==> src/rtl/uart_autobaud_rx.sv <==
// uart_autobaud_rx
//   UART receiver that measures the baud rate from a 0x55 sync character,
//   locks onto the measured divider and then receives 8-bit frames
//   (optional parity, one stop bit).
//
// Parameters
//   FREQUENCY  system clock in Hz; sets the fastest accepted baud (FREQUENCY/8)
//   PARITY     "N" none, "E" even, "O" odd
//   CNTW       width of the measurement counter and the baud divider
//
// Ports
//   I_clk       clock, all logic on its rising edge
//   I_rst       synchronous active-high reset
//   I_rxd       asynchronous serial line, idle high
//   I_relock    single-cycle pulse: drop the lock and measure again
//   O_data      last received byte
//   O_valid     one-cycle pulse when O_data is updated
//   O_error     one-cycle pulse on parity/framing error or measurement abort
//   O_locked    high while a valid divider is held
//   O_baud_div  measured clock cycles per bit, 0 while unlocked
module uart_autobaud_rx #(
   parameter int             FREQUENCY = 50000000,
   parameter logic [7:0]     PARITY    = "N",
   parameter int             CNTW      = 20
) (
   input  logic              I_clk,
   input  logic              I_rst,
   input  logic              I_rxd,
   input  logic              I_relock,
   output logic [7:0]        O_data,
   output logic              O_valid,
   output logic              O_error,
   output logic              O_locked,
   output logic [CNTW-1:0]   O_baud_div
);

   // Fastest supported baud is FREQUENCY/8, i.e. at least 8 clocks per bit.
   localparam int              MAX_BAUD   = FREQUENCY / 8;
   localparam int              MIN_DIV    = FREQUENCY / MAX_BAUD;
   localparam logic [CNTW-1:0] MIN_DIV_C  = CNTW'(MIN_DIV);
   localparam logic [CNTW-1:0] ONE_C      = CNTW'(1);
   localparam logic            HAS_PARITY = (PARITY != "N");
   localparam logic            ODD_PARITY = (PARITY == "O");

   typedef enum logic [2:0] {
      HUNT, MEASURE, SYNC_STOP, RX_IDLE, RX_START, RX_DATA, RX_PARITY, RX_STOP
   } state_t;

   state_t            state_q;
   logic              rx_meta_q, rx_line_q, rx_prev_q;
   logic [CNTW-1:0]   cnt_q, div_q, baud_div_q;
   logic [2:0]        edge_cnt_q, bit_cnt_q;
   logic [7:0]        shift_q, data_q;
   logic              err_flag_q, valid_q, error_q, locked_q;

   logic              fall_d;
   logic [CNTW-1:0]   cnt_inc_d, meas_div_d, half_d, sync_tgt_d;
   logic              par_exp_d;

   assign fall_d     = rx_prev_q & ~rx_line_q;
   assign cnt_inc_d  = cnt_q + ONE_C;
   // The edge cycle itself belongs to the span, so use the incremented count.
   assign meas_div_d = cnt_inc_d >> 3;
   assign half_d     = div_q >> 1;
   assign sync_tgt_d = div_q + half_d;
   assign par_exp_d  = (^shift_q) ^ ODD_PARITY;

   always_ff @(posedge I_clk) begin
      if (I_rst) begin
         state_q    <= HUNT;
         rx_meta_q  <= 1'b1;
         rx_line_q  <= 1'b1;
         rx_prev_q  <= 1'b1;
         cnt_q      <= '0;
         div_q      <= '0;
         baud_div_q <= '0;
         edge_cnt_q <= '0;
         bit_cnt_q  <= '0;
         shift_q    <= '0;
         data_q     <= '0;
         err_flag_q <= 1'b0;
         valid_q    <= 1'b0;
         error_q    <= 1'b0;
         locked_q   <= 1'b0;
      end else begin
         rx_meta_q <= I_rxd;
         rx_line_q <= rx_meta_q;
         rx_prev_q <= rx_line_q;
         valid_q   <= 1'b0;
         error_q   <= 1'b0;

         if (I_relock) begin
            // Pulses are cleared above, so an in-flight frame never reports.
            state_q    <= HUNT;
            locked_q   <= 1'b0;
            baud_div_q <= '0;
            cnt_q      <= '0;
            edge_cnt_q <= '0;
            bit_cnt_q  <= '0;
            err_flag_q <= 1'b0;
         end else begin
            case (state_q)
               HUNT: begin
                  locked_q   <= 1'b0;
                  baud_div_q <= '0;
                  if (fall_d) begin
                     cnt_q      <= '0;
                     edge_cnt_q <= '0;
                     state_q    <= MEASURE;
                  end
               end
               MEASURE: begin
                  cnt_q <= cnt_inc_d;
                  if (&cnt_q) begin
                     error_q <= 1'b1;
                     state_q <= HUNT;
                  end else if (fall_d) begin
                     // The first edge was consumed in HUNT; this is edge 2..5.
                     if (edge_cnt_q == 3'd3) begin
                        if (meas_div_d < MIN_DIV_C) begin
                           error_q <= 1'b1;
                           state_q <= HUNT;
                        end else begin
                           div_q   <= meas_div_d;
                           cnt_q   <= '0;
                           state_q <= SYNC_STOP;
                        end
                     end else begin
                        edge_cnt_q <= edge_cnt_q + 3'd1;
                     end
                  end
               end
               SYNC_STOP: begin
                  // Fifth edge starts bit 7; 1.5 bits later is mid stop bit.
                  cnt_q <= cnt_inc_d;
                  if (cnt_q == sync_tgt_d) begin
                     cnt_q <= '0;
                     if (rx_line_q) begin
                        locked_q   <= 1'b1;
                        baud_div_q <= div_q;
                        state_q    <= RX_IDLE;
                     end else begin
                        error_q <= 1'b1;
                        state_q <= HUNT;
                     end
                  end
               end
               RX_IDLE: begin
                  // Edge detection needs a high line first, so a low stop
                  // bit holds us here until the line recovers.
                  if (fall_d) begin
                     cnt_q      <= '0;
                     bit_cnt_q  <= '0;
                     err_flag_q <= 1'b0;
                     state_q    <= RX_START;
                  end
               end
               RX_START: begin
                  cnt_q <= cnt_inc_d;
                  if (cnt_q == half_d) begin
                     cnt_q   <= '0;
                     state_q <= rx_line_q ? RX_IDLE : RX_DATA;
                  end
               end
               RX_DATA: begin
                  cnt_q <= cnt_inc_d;
                  if (cnt_q == div_q - ONE_C) begin
                     cnt_q     <= '0;
                     shift_q   <= {rx_line_q, shift_q[7:1]};
                     bit_cnt_q <= bit_cnt_q + 3'd1;
                     if (bit_cnt_q == 3'd7)
                        state_q <= HAS_PARITY ? RX_PARITY : RX_STOP;
                  end
               end
               RX_PARITY: begin
                  cnt_q <= cnt_inc_d;
                  if (cnt_q == div_q - ONE_C) begin
                     cnt_q <= '0;
                     if (rx_line_q != par_exp_d)
                        err_flag_q <= 1'b1;
                     state_q <= RX_STOP;
                  end
               end
               RX_STOP: begin
                  cnt_q <= cnt_inc_d;
                  if (cnt_q == div_q - ONE_C) begin
                     cnt_q   <= '0;
                     data_q  <= shift_q;
                     valid_q <= 1'b1;
                     error_q <= err_flag_q | ~rx_line_q;
                     state_q <= RX_IDLE;
                  end
               end
               default: state_q <= HUNT;
            endcase
         end
      end
   end

   assign O_data     = data_q;
   assign O_valid    = valid_q;
   assign O_error    = error_q;
   assign O_locked   = locked_q;
   assign O_baud_div = baud_div_q;

endmodule
==> config.mk <==
export PLATFORM = sky130hd
export DESIGN_NAME = uart_autobaud_rx
export DESIGN_NICKNAME = d
export VERILOG_FILES = /design/src/rtl/uart_autobaud_rx.sv
export SDC_FILE = /design/constraint.sdc
export NUM_CORES = 1
export LEC_CHECK = 0
export BUFFER_PORTS_ARGS = -buffer_cell sky130_fd_sc_hd__buf_4
export CORE_MARGIN = 2
export CORE_UTILIZATION = 50
export CTS_CLUSTER_DIAMETER = 30
export CTS_CLUSTER_SIZE = 24
export DETAILED_ROUTE_END_ITERATION = 10
export PLACE_DENSITY = 0.7
export SETUP_SLACK_MARGIN = 0.1
export SLEW_MARGIN = 20
export SYNTH_ARGS = -nofsm -noshare
export SYNTH_HDL_FRONTEND = slang
export SYNTH_SLANG_ARGS = --single-unit
==> constraint.sdc <==
create_clock -name I_clk -period 7.4 [get_ports I_clk]
set_input_delay 2.22 -clock I_clk [delete_from_list [all_inputs] [get_ports I_clk]]
set_output_delay 2.22 -clock I_clk [all_outputs]
set_load 0.02 [all_outputs]
==> reports/results.txt <==
Largest cells by area after synthesis - dfxtp_1 26%, ha_1 7.8%, xnor2_1 6.9%
H-Tree Level Count - 3
Sink Count - 86
Worst min-delay path class - flop to flop
Final hold violations - 0
CP arrival - 4.71 ns
Status - finished, final reports clean
Clock Skews - 0.0108 ns
Startpoint types - flop
Final net count - 859
CTS Buffer Depth - 2
Ratio of cells with drive above 1 in the final layout - 9.55%
Type of destination of the critical path - flop
GPL Wtd Cong - 0.918
Switching Fraction - 25.0%
CP required - 7.68 ns
Final WL - 17,600 um
Syn Area/Cell - 8.13 um2
Drt initial violations - 499
Least-Margin Pin Slew - 1.01 ns
Sequential fraction of the synthesis area - 25.7%
CTS tree - built
Number of global-route vias before repair - 5,598
Unrepaired setup endpoints after global routing - no
Setup TNS Final - 0 ns
WL per Instance - 17.7 um
Initial Util - 50.8%
CTS Hold Bufs - 0
Grt total ovfl - 0
P_sw - 238 uW
First-pass GRT wire length - 29,000 um
DIE AREA - 0.0143 mm2
Synth warn - 0
Hold_ws - 0.410 ns
Setup CP Type - flop to flop
Max stage delay cell, worst path - dfxtp_1
Clk network pwr share - 47.4%
Routed Antenna Nets - 0
P_int - 712 uW
Fmax - 0.226 GHz
Yosys reg bits - 86
Vias - 5,985
Synth top area share - 25.7%
Crit-path max cell delay - 0.59 ns
Post-synth ARST share - 0%
EDFF count, synth - 0
Row cnt - 42
Most common cell in the synthesized netlist - dfxtp_1
Final worst-path cycle share - 59.9%
Post-DP HPWL - 12,700 um
Post-CTS Resized - 0
Max-cap violations - 0
N_diodes - 0
Clock-pin slew on the worst setup and hold paths - 0.07 ns
Die H - 120 um
Vias/cell - 6.03
CP cell instances - ha_1 -> inv_1 -> fa_1 -> xnor2_1 -> or4_1 -> a21oi_1 -> nand4_1 -> nor4_2 -> nand4_1 -> nor4b_4 -> nand2_2 -> a211oi_4 -> buf_8 -> mux2i_1
Die width - 120 um
Post-synthesis cell count - 824
Post-synth top cells - 86 x dfxtp_1, 84 x nor2_1, 74 x nand2_1
Root Driver - clkbuf_16
Crit Path Max Fanout - 12
Distinct cells, synth - 78
Total GRT Usage - 25.3%
Combinational Power Share - 3.6%
Router iterations before antenna repair - 5
Core ar. - 0.0132 mm2
Initial antenna violation count - 0
Post-synth top flop - dfxtp_1
Post-CTS setup buffer count - 0
Clk Latency, worst-skew pair - 0.35 ns
Syn Std Cell Area - 0.00670 mm2
Largest net degree at the start of global routing - 52
CP most frequent cell - nand4_1
Rel. slew slack - 32.4%
Lkg Pwr - 3.00 nW
Placed cells - 975
Min Tclk post-route - 4.43 ns
Synth area leader - dfxtp_1
Num CTS Buffers - 9
Max VDD drop - 0.000142 V
Sequential group share of total power - 49.0%
Final setup vio count - 0
Drc violations - 0
Reg2Reg Setup Slack - 2.97 ns
IO Pins - 35
Final core occ - 54.1%
Pwr dens - 133 mW/mm2
Port Buf Inserts - 31
Non-filler cells, final - 993
Slew Limit Fails - 0
Area grow syn2layout - 6.50%
-- power groups by stage --
stage                     registers [mW]  clock network [mW]  logic, mW
final                              0.466               0.451     0.0342
after global routing               0.466               0.476     0.0373
after CTS                          0.465               0.458     0.0317
after detailed placement           0.476                   0     0.0318
after global placement             0.476                   0     0.0318
after floorplan                    0.474                   0     0.0289
-- per-stage QoR --
| step | setup WS, ns | total power, mW | instance area [um2] |
|---|---|---|---|
| after floorplan | 3.92 | 0.503 | 6710 |
| after CTS | 2.68 | 0.955 | 7100 |
| final | 2.97 | 0.950 | 7140 |
| after global routing | 2.75 | 0.979 | 7140 |
| after detailed placement | 2.69 | 0.508 | 6790 |
| after global placement | 2.75 | 0.508 | 6790 |
-- worst paths after layout --
check,start,to,cells after the start
max,div_q[0]$_SDFFE_PP0P_,O_baud_div[8]$_SDFFE_PP0P_,14
max reg2reg,div_q[0]$_SDFFE_PP0P_,O_baud_div[8]$_SDFFE_PP0P_,14
min,rx_meta_q$_SDFF_PP1_,rx_line_q$_SDFF_PP1_,1
min reg2reg,rx_meta_q$_SDFF_PP1_,rx_line_q$_SDFF_PP1_,1
-- placed cells by master, fill, tap and decap left out, types with 3 or more instances in the layout --
cell,n
nor4b_1,3
nor2b_1,7
nand4_1,21
nor4_1,7
inv_1,32
conb_1,3
o21bai_1,4
dfxtp_1,86
o22ai_1,7
a211oi_1,13
nor3_1,7
ha_1,42
buf_4,35
o211a_1,3
a21o_1,7
a311oi_1,4
and4b_1,3
nor2_1,83
nand2b_1,8
a22oi_1,6
a221oi_1,3
or4_1,3
o211ai_1,14
or2_2,6
nand3_1,43
and4_1,3
xnor2_1,53
and3_1,10
o21ai_0,23
and2_1,9
mux2i_1,44
nand3b_1,5
xor2_1,30
o2111ai_1,3
a31oi_1,12
nand2_1,74
or3_1,5
a21oi_1,33
clkbuf_16,9
-- logic make-up (layout without fill, tap and decap cells) --
kind of cell / Yosys count / after routing / share of synthesized area, %
and+or+nand+nor: 313 / 313 / 24.0
buffers and inverters: 94 / 85 / 8.16
other: 1 / 3 / 0.0559
DFF: 86 / 86 / 25.7
xor gates and xnor gates: 83 / 83 / 10.8
muxes: 46 / 46 / 6.91
AOI/OAI and AO/OA: 158 / 158 / 16.2
adders and majority gates: 43 / 43 / 8.14
-- layout make-up --
type,instances,area [um2]
clock buffer,9,225
clock inverter,7,77.6
fill,1263,6050
inverter,32,120
multi-input combinational,646,4470
sequential,86,1720
tap,176,220
timing repair buffer,37,305
-- sequential cells by signal, summed over array words and instances, names as in the netlist --
signal / cells
O_locked: 1
state_q: 3
O_valid: 1
rx_prev_q: 1
rx_line_q: 1
O_error: 1
shift_q: 8
div_q: 17
cnt_q: 20
O_baud_div: 17
err_flag_q: 1
rx_meta_q: 1
O_data: 8
bit_cnt_q: 3
edge_cnt_q: 3
-- worst max-delay path: cells and delay by family, from the launching register on --
kind                       cells  cell delay (ns)
AOI/OAI and AO/OA              2             0.69
xor gates and xnor gates       1             0.14
adders and majority gates      2             0.73
buffers and inverters          2             0.30
DFF                            1             0.59
muxes                          1             0.20
and+or+nand+nor                6             1.71
-- layer usage --
| metal | GRT usage (%) | part of all wire (%) | vias to the layer above |
|---|---|---|---|
| li1 | - | - | 2902 |
| met1 | 33.9 | 44 | 2797 |
| met2 | 40.3 | 45 | 241 |
| met3 | 4.85 | 7.6 | 45 |
| met4 | 9.56 | 2.6 | 0 |
| met5 | 0 | 0 | - |
Note: power is estimated with default switching activity, not from simulation.
